<file path="src/rtl/combination_lock_pkg.sv">
// Shared encodings for the combination lock controller and the lock FSM it drives.
package combination_lock_pkg;

    localparam logic [1:0] S0 = 2'b00;
    localparam logic [1:0] S1 = 2'b01;
    localparam logic [1:0] S2 = 2'b10;
    localparam logic [1:0] S3 = 2'b11;

    typedef enum logic [2:0] {
        ARMED    = 3'b000,
        PULSE    = 3'b001,
        EVAL     = 3'b010,
        LOCKOUT  = 3'b011,
        UNLOCKED = 3'b100
    } ctrl_state_e;

endpackage

</file>
<file path="src/rtl/key_edge_detect.sv">
// Rising-edge detector; prev resets high so a level held through reset gives no rise.
module key_edge_detect (
    input  logic Clk,
    input  logic Reset,
    input  logic Level,
    output logic Rise
);

    logic r_prev;

    always_ff @(posedge Clk or posedge Reset) begin
        if (Reset) begin
            r_prev <= 1'b1;
        end else begin
            r_prev <= Level;
        end
    end

    assign Rise = Level & ~r_prev;

endmodule

</file>
<file path="src/rtl/combination_lock_controller.sv">
// Sequences key strobes into the lock FSM, judges each step from its state,
// and enforces a timed lockout after repeated failures.
module combination_lock_controller
    import combination_lock_pkg::*;
#(
    parameter int unsigned MAX_FAILS      = 3,
    parameter int unsigned LOCKOUT_CYCLES = 50_000_000,
    parameter int unsigned CNT_W          = 26
) (
    input  logic       Clk,
    input  logic       Reset,
    input  logic       Key1Raw,
    input  logic       Key2Raw,
    input  logic       Relock,
    input  logic [1:0] FsmState,
    output logic       Key1Pulse,
    output logic       Key2Pulse,
    output logic       FsmReset,
    output logic       Alarm,
    output logic       Unlocked,
    output logic [1:0] FailCount,
    output logic [2:0] state
);

    localparam logic [1:0]       MAX_FAILS_W = 2'(MAX_FAILS);
    localparam logic [CNT_W-1:0] TIMER_LOAD  = CNT_W'(LOCKOUT_CYCLES - 1);
    localparam logic [CNT_W-1:0] TIMER_ONE   = CNT_W'(1);

    logic w_key1_rise, w_key2_rise, w_relock_rise;

    key_edge_detect u_key1_edge   (.Clk(Clk), .Reset(Reset), .Level(Key1Raw), .Rise(w_key1_rise));
    key_edge_detect u_key2_edge   (.Clk(Clk), .Reset(Reset), .Level(Key2Raw), .Rise(w_key2_rise));
    key_edge_detect u_relock_edge (.Clk(Clk), .Reset(Reset), .Level(Relock),  .Rise(w_relock_rise));

    ctrl_state_e      r_state, w_state_next;
    logic [1:0]       r_expected, w_expected_next;
    logic [CNT_W-1:0] r_timer, w_timer_next;
    logic [1:0]       r_fail_count, w_fail_next, w_fail_inc;
    logic             r_key1_pulse, r_key2_pulse, r_fsm_reset, r_alarm, r_unlocked;
    logic             w_key1_next, w_key2_next, w_relock_pulse, w_fail_take;

    assign w_fail_inc = (r_fail_count == MAX_FAILS_W) ? r_fail_count : r_fail_count + 2'd1;

    always_comb begin
        w_state_next    = r_state;
        w_expected_next = r_expected;
        w_timer_next    = r_timer;
        w_fail_next     = r_fail_count;
        w_key1_next     = 1'b0;
        w_key2_next     = 1'b0;
        w_relock_pulse  = 1'b0;
        w_fail_take     = 1'b0;

        case (r_state)
            ARMED: begin
                if (w_key1_rise && w_key2_rise) begin
                    w_fail_take = 1'b1;
                end else if (w_key1_rise || w_key2_rise) begin
                    w_key1_next     = w_key1_rise;
                    w_key2_next     = w_key2_rise;
                    w_expected_next = FsmState + 2'd1;
                    w_state_next    = PULSE;
                end else if (FsmState == S3) begin
                    w_state_next = UNLOCKED;
                end
            end
            PULSE: w_state_next = EVAL;
            EVAL: begin
                if (FsmState == r_expected) begin
                    if (r_expected == S3) begin
                        w_fail_next  = 2'd0;
                        w_state_next = UNLOCKED;
                    end else begin
                        w_state_next = ARMED;
                    end
                end else begin
                    w_fail_take = 1'b1;
                end
            end
            LOCKOUT: begin
                if (r_timer == '0) begin
                    w_fail_next  = 2'd0;
                    w_state_next = ARMED;
                end else begin
                    w_timer_next = r_timer - TIMER_ONE;
                end
            end
            UNLOCKED: begin
                if (w_relock_rise) begin
                    w_relock_pulse = 1'b1;
                    w_state_next   = ARMED;
                end
            end
            default: w_state_next = ARMED;
        endcase

        // Shared by a wrong EVAL verdict and a double press in ARMED.
        if (w_fail_take) begin
            w_fail_next = w_fail_inc;
            if (w_fail_inc == MAX_FAILS_W) begin
                w_timer_next = TIMER_LOAD;
                w_state_next = LOCKOUT;
            end else begin
                w_state_next = ARMED;
            end
        end
    end

    always_ff @(posedge Clk or posedge Reset) begin
        if (Reset) begin
            r_state      <= ARMED;
            r_expected   <= 2'd0;
            r_timer      <= '0;
            r_fail_count <= 2'd0;
            r_key1_pulse <= 1'b0;
            r_key2_pulse <= 1'b0;
            r_fsm_reset  <= 1'b0;
            r_alarm      <= 1'b0;
            r_unlocked   <= 1'b0;
        end else begin
            r_state      <= w_state_next;
            r_expected   <= w_expected_next;
            r_timer      <= w_timer_next;
            r_fail_count <= w_fail_next;
            r_key1_pulse <= w_key1_next;
            r_key2_pulse <= w_key2_next;
            r_fsm_reset  <= (w_state_next == LOCKOUT) || w_relock_pulse;
            r_alarm      <= (w_state_next == LOCKOUT);
            r_unlocked   <= (w_state_next == UNLOCKED);
        end
    end

    assign Key1Pulse = r_key1_pulse;
    assign Key2Pulse = r_key2_pulse;
    assign FsmReset  = r_fsm_reset;
    assign Alarm     = r_alarm;
    assign Unlocked  = r_unlocked;
    assign FailCount = r_fail_count;
    assign state     = r_state;

endmodule
</file>
<file path="config.mk">
export PLATFORM = sky130hd
export DESIGN_NAME = combination_lock_controller
export DESIGN_NICKNAME = d
export VERILOG_FILES = /design/src/rtl/combination_lock_pkg.sv /design/src/rtl/key_edge_detect.sv /design/src/rtl/combination_lock_controller.sv
export SDC_FILE = /design/constraint.sdc
export NUM_CORES = 1
export LEC_CHECK = 0
export BUFFER_PORTS_ARGS = -buffer_cell sky130_fd_sc_hd__buf_2
export CAP_MARGIN = 10
export CORE_MARGIN = 3
export CORE_UTILIZATION = 29
export CTS_CLUSTER_SIZE = 12
export DETAILED_ROUTE_END_ITERATION = 6
export SETUP_SLACK_MARGIN = 0.15
export SYNTH_ARGS = -nofsm -noshare
export SYNTH_HDL_FRONTEND = slang
export SYNTH_SLANG_ARGS = --single-unit
</file>
<file path="constraint.sdc">
create_clock -name Clk -period 2 [get_ports Clk]
set_clock_uncertainty 0.1 [all_clocks]
set_input_delay 0.2 -clock Clk [delete_from_list [all_inputs] [get_ports Clk]]
set_output_delay 0.2 -clock Clk [all_outputs]
set_load 0.05 [all_outputs]
</file>
==> results.json, run 1 <==
{
  "wl_um": 5709,
  "crit_required_ns": 2.10,
  "cp_slowest_cell": "or4_4",
  "first_pass_iters": 4,
  "start_kind": "flip-flop",
  "drtIter0Drc": 72,
  "hp-class": "in2reg",
  "p_leak_nw": 1.304,
  "violations": "setup timing",
  "hold_path_depth": 2,
  "reg2regPathDepth": 5,
  "p_total_w": 0.003150,
  "rows": 31,
  "synth_top_area_share_pct": 42.96,
  "cts_tree": "built",
  "r2r_start": "r_timer[23]",
  "fill_cells": 671,
  "hold_end": "r_expected[0]",
  "path_depth": 5,
  "synth.top_cells.by_count": "dfrtp_1, nor2_1, nand2_1",
  "grt_pass1_wl_um": 9108,
  "drive_gt1_share_pct": 48.46,
  "drv_cap": 0,
  "ys_seq_area_share_pct": 46.52,
  "setup_viol": 5,
  "slew_viol_final": 0,
  "drc": 0,
  "fmax_mhz": 478.2,
  "clock_latency_ns": 0.30,
  "dieWidth_um": 93.37,
  "syn-mean-instance-area_um2": 10.20,
  "htree_levels": 2,
  "core_um2": 7331,
  "reg2reg_slack_ns": -0.09,
  "syn2layout_area_growth_pct": 44.54,
  "worstPathCellList": "or4_4, nand4b_4, o21a_2, and2_4, a21oi_1",
  "cp.buffers_inverters": 0,
  "timing_hold_violations_final": 0,
  "dieArea_um2": 8717,
  "hold_start": "FsmState[0]",
  "synthFlopType": "dfrtp_1",
  "grt_overflow": 0,
  "async_flop_share_pct": 100.0,
  "initial_core_util_pct": 30.19,
  "nets": 305,
  "multiInputGateArea_um2": 1348,
  "place_congestion": 0.7822,
  "grt_max_degree": 20,
  "worstMarginPinSlew_ns": 0.4712,
  "grt_usage_pct": 13.11,
  "post-place-cells": 361,
  "ant_nets": 0,
  "ys_seq_elements": 41,
  "routed_via_density": 4.964,
  "instances_no_fill": 392,
  "synth_area_leaders": "dfrtp_1, dfstp_2, nor2_1",
  "critPathMaxStageDelay_ns": 0.56,
  "cts_max_path_buffers": 2,
  "synth_edf_count": 0,
  "rsz0062_at_grt": "true",
  "n_antenna_cell": 0,
  "synth.most_common_cell": "dfrtp_1",
  "finalCritPeriodShare_pct": 104.6,
  "root_buffer": "clkbuf_8",
  "hpwl_um": 3782,
  "ir_drop_mv": 0.3819,
  "synth_cell_types": 57,
  "crit_family": "simple AND/OR/NAND/NOR gates",
  "io_pins": 17,
  "r2r-end": "r_timer[2]",
  "dp_slack_ns": -0.07802,
  "min_period_ns": 2.091,
  "setup_ws_ns": -0.09132,
  "syn-num-nets": 230,
  "cts_sinks": 41,
  "cp_max_fo": 9,
  "cp-end-kind": "flip-flop",
  "slew-limit-headroom_pct": 68.25,
  "status": "complete, but fails checks",
  "crit_type": "reg2reg",
  "cts.reportedPaths.clkPinSlew_ns": 0.09,
  "antenna_found_initial": 0,
  "die_h_um": 93.37,
  "yosysWarnings": 0,
  "regArea_um2": 1037,
  "port_buffers": 16,
  "cts_buffers": 5,
  "grt_pass1_vias": 1865,
  "syn_inst": 217,
  "cellPowerDensity_nw_per_um2": 984.7,
  "synth_area_um2": 2213,
  "post_drt_wl_per_cell_um": 14.56,
  "crit_arrival_ns": 2.20,
  "vias": 1946,
  "synth_top_area_cell": "dfrtp_1"
}
[state kept, by name (all words and copies together), names as in the netlist]
name                  cells
u_key2_edge.r_prev        1
u_relock_edge.r_prev      1
Key1Pulse                 1
state                     3
r_timer                  26
Alarm                     1
FailCount                 2
Key2Pulse                 1
FsmReset                  1
Unlocked                  1
r_expected                2
u_key1_edge.r_prev        1
[timing repair]
item | 4_1_cts | 5_1_grt
gates cloned | 0 | 1
setup endpoints to repair | 31 | 32
pin swaps | 11 | 16
hold endpoints to repair | 9 | 0
hold buffers | 4 | 0
buffers inserted | 10 | 8
gates resized for setup | 18 | 37
[cell families (layout without fill, tap and decap cells)]
kind of cell	count (synthesis)	in the layout	synth area share [%]
simple gates	97	98	26.51
compound gates	49	49	16.22
flops	41	41	46.52
buf+inv	16	91	3.957
fa+ha+maj	6	6	3.392
xor+xnor	5	5	1.979
mux	3	3	1.413
[how the worst max path moves through the flow]
stage                           start    endpoint  slack [ns]
final                     r_timer[23]  r_timer[2]       -0.09
after global routing       r_timer[6]    state[1]       -0.16
after global placement    r_timer[23]  r_timer[2]       -0.02
after floorplan           r_timer[21]  r_timer[5]        0.03
after CTS                 r_timer[23]  r_timer[2]       -0.04
after detailed placement  r_timer[23]  r_timer[6]       -0.08
[power by group]
part,internal (W),switching (W),leakage [nW]
Sequential,0.000974,0.000141,0.450
Combinational,0.000579,0.000911,0.809
Clock,0.000241,0.000304,0.0439
[routing by layer]
layer  up-vias  share of wire, %  wire length (um)  global-route usage, %
met5         -                 0                 0                      0
met4         0               2.2               123                  4.640
met3        10               2.3               131                  2.977
met2        27                49              2812                  20.73
met1       944                46              2642                  17.54
li1        965                 -                 -                      -
[layout by cell type, fill, tap and decap left out, types with 3 or more instances in the layout]
cell / count
buf_4: 42
dfrtp_1: 32
nor2_1: 19
buf_2: 16
buf_6: 12
nand2_1: 10
o31ai_1: 10
or3_1: 8
or4_4: 7
inv_1: 6
dfrtp_2: 6
nand3_1: 5
clkbuf_8: 5
nor4_4: 4
nor3_1: 4
nand4_1: 4
o211ai_1: 4
a21oi_1: 4
ha_1: 4
dlygate4sd3_1: 4
inv_2: 3
and2_1: 3
xor2_1: 3
a21oi_2: 3
dfstp_2: 3
[cell type report]
type / instances / share of cell area, %
Multi-Input combinational cell: 161 / 42.12
Sequential cell: 41 / 32.42
Timing Repair Buffer: 74 / 17.83
Tap cell: 99 / 3.872
Clock buffer: 5 / 2.151
Inverter: 9 / 1.056
Clock inverter: 3 / 0.5475
[through the flow]
step,TNS [ns],area (um2),utilization (%),hold WS (ns)
4_1_cts,-0.09738,2967,40.47,0.005152
2_1_floorplan,0,2296,-,0.1045
6_report,-0.2727,3199,43.64,0.01556
3_5_place_dp,-0.2556,2690,36.70,0.04250
5_1_grt,-1.592,3199,43.64,0.01902
3_3_place_gp,-0.04201,2690,36.70,0.03151
(Power assumes the default switching activity.)
==> run 2, diff against run 1 <==
- GPL_TIMING_DRIVEN: default -> 0
==> results.json, run 2 (synthesized netlist as in run 1, its figures left out) <==
{
  "switching_share_pct": 42.43,
  "initial_core_util_pct": 30.19,
  "min_period_ns": 2.146,
  "clock_latency_ns": 0.29,
  "p_seq_share_pct": 34.9,
  "finalCritPeriodShare_pct": 107.3,
  "placed_area_um2": 2500,
  "grt_overflow": 0,
  "p_leak_nw": 1.143,
  "hold-worst-slack_ns": -0.01864,
  "n_antenna_cell": 0,
  "rsz0062_at_grt": "true",
  "drc": 0,
  "first_pass_iters": 4,
  "crit_arrival_ns": 2.22,
  "crit_type": "reg2reg",
  "rows": 31,
  "core_um2": 7331,
  "port_buffers": 16,
  "drtIter0Drc": 87,
  "final_common_cell": "dfrtp_1",
  "status": "complete, but fails checks",
  "largest_reg_flops": 26,
  "crit_path_start": "r_timer[21]",
  "wl_um": 5275,
  "start_kind": "flip-flop",
  "drv_cap": 0,
  "dieArea_um2": 8717,
  "dieWidth_um": 93.37,
  "slew-limit-headroom_pct": 42.94,
  "post-place-cells": 332,
  "place_congestion": 0.7953,
  "grt_max_degree": 42,
  "routed_via_density": 5.149,
  "ir_drop_mv": 0.3008,
  "r2r_start": "r_timer[21]",
  "setup_ws_ns": -0.1456,
  "p_clk_share_pct": 18.9,
  "regMostFlops": "r_timer",
  "p_int_w": 0.001817,
  "cts_max_path_buffers": 2,
  "hp-class": "in2async",
  "cp_max_fo": 4,
  "syn2layout_area_growth_pct": 35.10,
  "root_buffer": "clkbuf_8",
  "slew_viol_final": 0,
  "nets": 275,
  "cts.reportedPaths.clkPinSlew_ns": 0.08,
  "cellPowerDensity_nw_per_um2": 1056,
  "grt_usage_pct": 13.13,
  "grt_pass1_vias": 1823,
  "ant_nets": 0,
  "io_pins": 17,
  "vias": 1864,
  "htree_levels": 2,
  "crit_required_ns": 2.08,
  "fmax_mhz": 466.1,
  "antenna_found_initial": 0,
  "grt_pass1_wl_um": 9045,
  "cts_sinks": 41,
  "cts_buffers": 5,
  "cp-end-kind": "flip-flop",
  "hpwl_um": 3402,
  "cts_tree": "built",
  "fill_cells": 698,
  "post_drt_wl_per_cell_um": 14.57,
  "timing_hold_violations_final": 38,
  "combPwrFrac_pct": 46.2,
  "fin_area_um2": 2990,
  "setup_viol": 22,
  "die_h_um": 93.37,
  "violations": "hold timing, setup timing",
  "drive_gt1_share_pct": 39.54,
  "p_sw_w": 0.001339,
  "most-common-layout-cells": "dfrtp_1, nor2_1, buf_2",
  "instances_no_fill": 362,
  "worstMarginPinSlew_ns": 0.8546
}
## run 2: per-stage QoR
| stage | power (W) | setup TNS (ns) | worst slack (ns) | util (%) |
|---|---|---|---|---|
| 2_1_floorplan | 0.002041 | 0 | 0.03473 | - |
| 4_1_cts | 0.003114 | -0.9247 | -0.09942 | 39.51 |
| 5_1_grt | 0.003373 | -3.831 | -0.2227 | 40.79 |
| 3_3_place_gp | 0.002324 | -2.122 | -0.1923 | 34.10 |
| 3_5_place_dp | 0.002333 | -2.618 | -0.2368 | 34.10 |
| 6_report | 0.003156 | -1.952 | -0.1456 | 40.79 |
## run 2: final cells by class
cell class | count | area, um2 | area share (%)
clock buffers | 7 | 96.34 | 3.222
clock inverters | 1 | 5.005 | 0.1674
repair buffers | 38 | 284.0 | 9.498
inverters | 9 | 33.78 | 1.130
multi-input cells | 160 | 1329 | 44.43
well taps | 99 | 123.9 | 4.142
plain buffers | 7 | 83.83 | 2.803
flip-flops and latches | 41 | 1035 | 34.60
## run 2: repair_timing
action                                  4_1_cts  5_1_grt
setup buffers                                14        3
endpoints found under the setup margin       32       32
gates resized for setup                      31       13
hold buffers                                  3        0
endpoints found under the hold margin         3        0
cloned                                        2        0
pin swaps                                    22       12
## run 2: power groups by stage
stage | clock network [W] | logic (W) | registers [W]
4_1_cts | 0.000606 | 0.00141 | 0.00109
6_report | 0.000595 | 0.00146 | 0.00110
3_5_place_dp | 0 | 0.00123 | 0.00110
3_3_place_gp | 0 | 0.00123 | 0.00109
2_1_floorplan | 0 | 0.000692 | 0.00135
5_1_grt | 0.000659 | 0.00159 | 0.00112
## run 2: layer usage
layer	GRT usage [%]	routed length, um
met5	0	0
met2	19.59	2490
met4	5.128	84
met1	18.25	2513
met3	3.218	187
## run 2: path summary, 6_finish.rpt
kind / end / slack [ns] / cells after the start
worst max-delay path: r_timer[22] / -0.15 / 6
worst min-delay path: Key2Pulse / -0.02 / 2
worst max register to register: r_timer[22] / -0.15 / 6
worst min register to register: r_timer[25] / 0.44 / 1
max in group asynchronous: state[1] / 1.23 / 2
min in group Clk: r_expected[0] / 0.02 / 2
## run 2: critical path, stage by stage, from the launching register on
cell      delay, ns
dfrtp_1        0.39
or4_4          0.57
nand4b_4       0.26
buf_4          0.19
or2_1          0.24
a211oi_1       0.21
nor2_1         0.07
==> run 3, diff against run 2 <==
- GPL_ROUTABILITY_DRIVEN: default -> 0
- SYNTH_HIERARCHICAL: default -> 1
==> results.json, run 3 <==
{
  "status": "complete, but fails checks",
  "violations": "setup timing",
  "drc": 0,
  "synth_edf_count": 0,
  "cts_buffers": 5,
  "p_sw_w": 0.001209,
  "ys_seq_area_share_pct": 47.52,
  "post_drt_wl_per_cell_um": 14.34,
  "critPathMaxStageDelay_ns": 0.54,
  "cp_slowest_cell": "or4_4",
  "synth_mux_area_share_pct": 2.367,
  "setup_viol": 29,
  "async_flop_share_pct": 100.0,
  "synth-simple-area-share_pct": 27.54,
  "nets": 274,
  "drv_cap": 0,
  "crit_required_ns": 2.07,
  "hp-class": "in2reg",
  "instances_no_fill": 358,
  "timing_hold_violations_final": 0,
  "synth.most_common_cell": "dfrtp_1",
  "synthAdderAreaFrac_pct": 3.464,
  "regMostFlops": "r_timer",
  "synth_compound_area_share_pct": 10.85,
  "grt_overflow": 0,
  "cts_max_path_buffers": 2,
  "worstPathCellList": "or4_4, nand4bb_4, buf_4, buf_6, o211ai_1, xor2_1, nand2_1",
  "drive_gt1_share_pct": 36.64,
  "cp_max_fo": 5,
  "drtIter0Drc": 46,
  "slew_viol_final": 0,
  "clock_latency_ns": 0.29,
  "combPwrFrac_pct": 38.9,
  "ys_seq_elements": 41,
  "syn-num-nets": 225,
  "final_common_cell": "dfrtp_1",
  "p_clk_share_pct": 25.5,
  "cellPowerDensity_nw_per_um2": 1062,
  "dieWidth_um": 92.45,
  "die_h_um": 92.45,
  "crit_type": "reg2reg",
  "initial_core_util_pct": 30.87,
  "synth_xor_area_share_pct": 5.254,
  "synth_cell_types": 50,
  "synth_area_um2": 2167,
  "synth_top_family_by_area": "simple AND/OR/NAND/NOR gates",
  "most-common-layout-cells": "dfrtp_1, nand2_1, buf_4",
  "crit_family": "simple AND/OR/NAND/NOR gates",
  "antenna_found_initial": 0,
  "grt_usage_pct": 12.42,
  "root_buffer": "clkbuf_8",
  "rows": 30,
  "fill_cells": 690,
  "routed_via_density": 4.922,
  "wl_um": 5134,
  "synthFlopType": "dfrtp_1",
  "cts_tree": "built",
  "cp-end-kind": "flip-flop",
  "setup_ws_ns": -0.1171,
  "p_int_w": 0.001867,
  "n_antenna_cell": 0,
  "hold-worst-slack_ns": 0.07026,
  "htree_levels": 2,
  "ant_nets": 0,
  "syn2layout_area_growth_pct": 33.72,
  "synth.top_cells.by_count": "dfrtp_1, nand2_1, nand3_1, nor2_1, inv_1",
  "cts.reportedPaths.clkPinSlew_ns": 0.08,
  "syn-mean-instance-area_um2": 10.22,
  "port_buffers": 16,
  "cts_sinks": 41,
  "start_kind": "flip-flop",
  "ir_drop_mv": 0.7044,
  "grt_pass1_wl_um": 8514,
  "synth_top_area_cell": "dfrtp_1",
  "io_pins": 17,
  "hpwl_um": 3235,
  "crit_arrival_ns": 2.19,
  "post-place-cells": 324,
  "worstMarginPinSlew_ns": 0.8019,
  "synth_top_area_share_pct": 43.88,
  "fmax_mhz": 472.4,
  "yosysWarnings": 6,
  "vias": 1762,
  "dieArea_um2": 8546,
  "switching_share_pct": 39.31,
  "largest_reg_flops": 26,
  "slew-limit-headroom_pct": 46.46,
  "first_pass_iters": 4,
  "core_um2": 7019,
  "grt_pass1_vias": 1838,
  "min_period_ns": 2.117,
  "finalCritPeriodShare_pct": 105.9,
  "p_leak_nw": 1.166,
  "syn_inst": 212,
  "grt_max_degree": 39,
  "cp.buffers_inverters": 2,
  "rsz0062_at_grt": "true",
  "p_seq_share_pct": 35.6,
  "synth_area_leaders": "dfrtp_1, nand2_1, dfstp_2"
}
-- run 3: cell count changes in the layout (fill, tap and decap cells not counted), sizes merged, moves of 4 or more --
| cell | before | now |
|---|---|---|
| a21oi | 7 | 3 |
| and2 | 6 | 2 |
| nand2 | 11 | 23 |
| nor2 | 21 | 11 |
| o31ai | 10 | 4 |
| xnor2 | 2 | 6 |
| xor2 | 3 | 7 |
-- run 3: timing repair --
item	in CTS	in global routing
pin swaps	7	8
setup endpoints to repair	32	32
hold buffers	4	0
gates cloned	2	0
gates resized for setup	22	14
endpoints found under the hold margin	6	0
setup buffers	12	8
-- run 3: worst paths after layout --
| check | start | endpoint | slack [ns] | cells past startpoint |
|---|---|---|---|---|
| setup / recovery | r_timer[10] | r_timer[2] | -0.12 | 7 |
| hold / removal | FsmState[0] | r_expected[0] | 0.07 | 2 |
| setup reg to reg | r_timer[10] | r_timer[2] | -0.12 | 7 |
| hold reg to reg | r_expected[0] | r_expected[0] | 0.44 | 2 |
| max in group asynchronous | Reset | state[1] | 0.70 | 3 |
| min in group asynchronous | Reset | u_key1_edge/r_prev | 0.37 | 3 |
-- run 3: layer usage --
metal / track usage (%) / wire (um)
met1: 16.30 / 2453
met2: 20.85 / 2511
met4: 2.970 / 23
met3: 2.681 / 144
met5: 0 / 0
-- run 3: cell families (layout without fill, tap and decap cells) --
logic type / after synthesis / count (layout)
simple gates: 101 / 101
mux: 5 / 5
buf+inv: 15 / 65
xor+xnor: 13 / 13
compound gates: 31 / 31
flops: 41 / 41
fa+ha+maj: 6 / 6
-- run 3: layout make-up --
class	count	area, um2	area share [%]
multi-input cells	156	1232	42.53
well taps	96	120.1	4.145
clock buffers	5	68.82	2.375
flip-flops and latches	41	1033	35.66
clock inverters	3	65.06	2.245
plain buffers	5	40.04	1.382
inverters	10	37.54	1.295
repair buffers	42	300.3	10.36
-- run 3: power by group through the flow --
stage | Combinational (W) | Clock, W | Sequential [W]
2_1_floorplan | 0.000555 | 0 | 0.00134
3_3_place_gp | 0.00106 | 0 | 0.00111
3_5_place_dp | 0.00107 | 0 | 0.00111
4_1_cts | 0.00115 | 0.000805 | 0.00110
5_1_grt | 0.00131 | 0.000831 | 0.00112
6_report | 0.00120 | 0.000783 | 0.00110
-- run 3: per-stage QoR --
stage | TNS [ns] | worst slack, ns | instance area [um2] | util [%] | total power, W
3_5_place_dp | -4.471 | -0.2541 | 2406 | 34.28 | 0.002185
6_report | -1.904 | -0.1171 | 2898 | 41.28 | 0.003076
3_3_place_gp | -3.963 | -0.2352 | 2406 | 34.28 | 0.002173
4_1_cts | -1.695 | -0.1059 | 2785 | 39.68 | 0.003052
5_1_grt | -4.132 | -0.2085 | 2898 | 41.28 | 0.003254
2_1_floorplan | -0.03027 | -0.01136 | 2206 | - | 0.001897
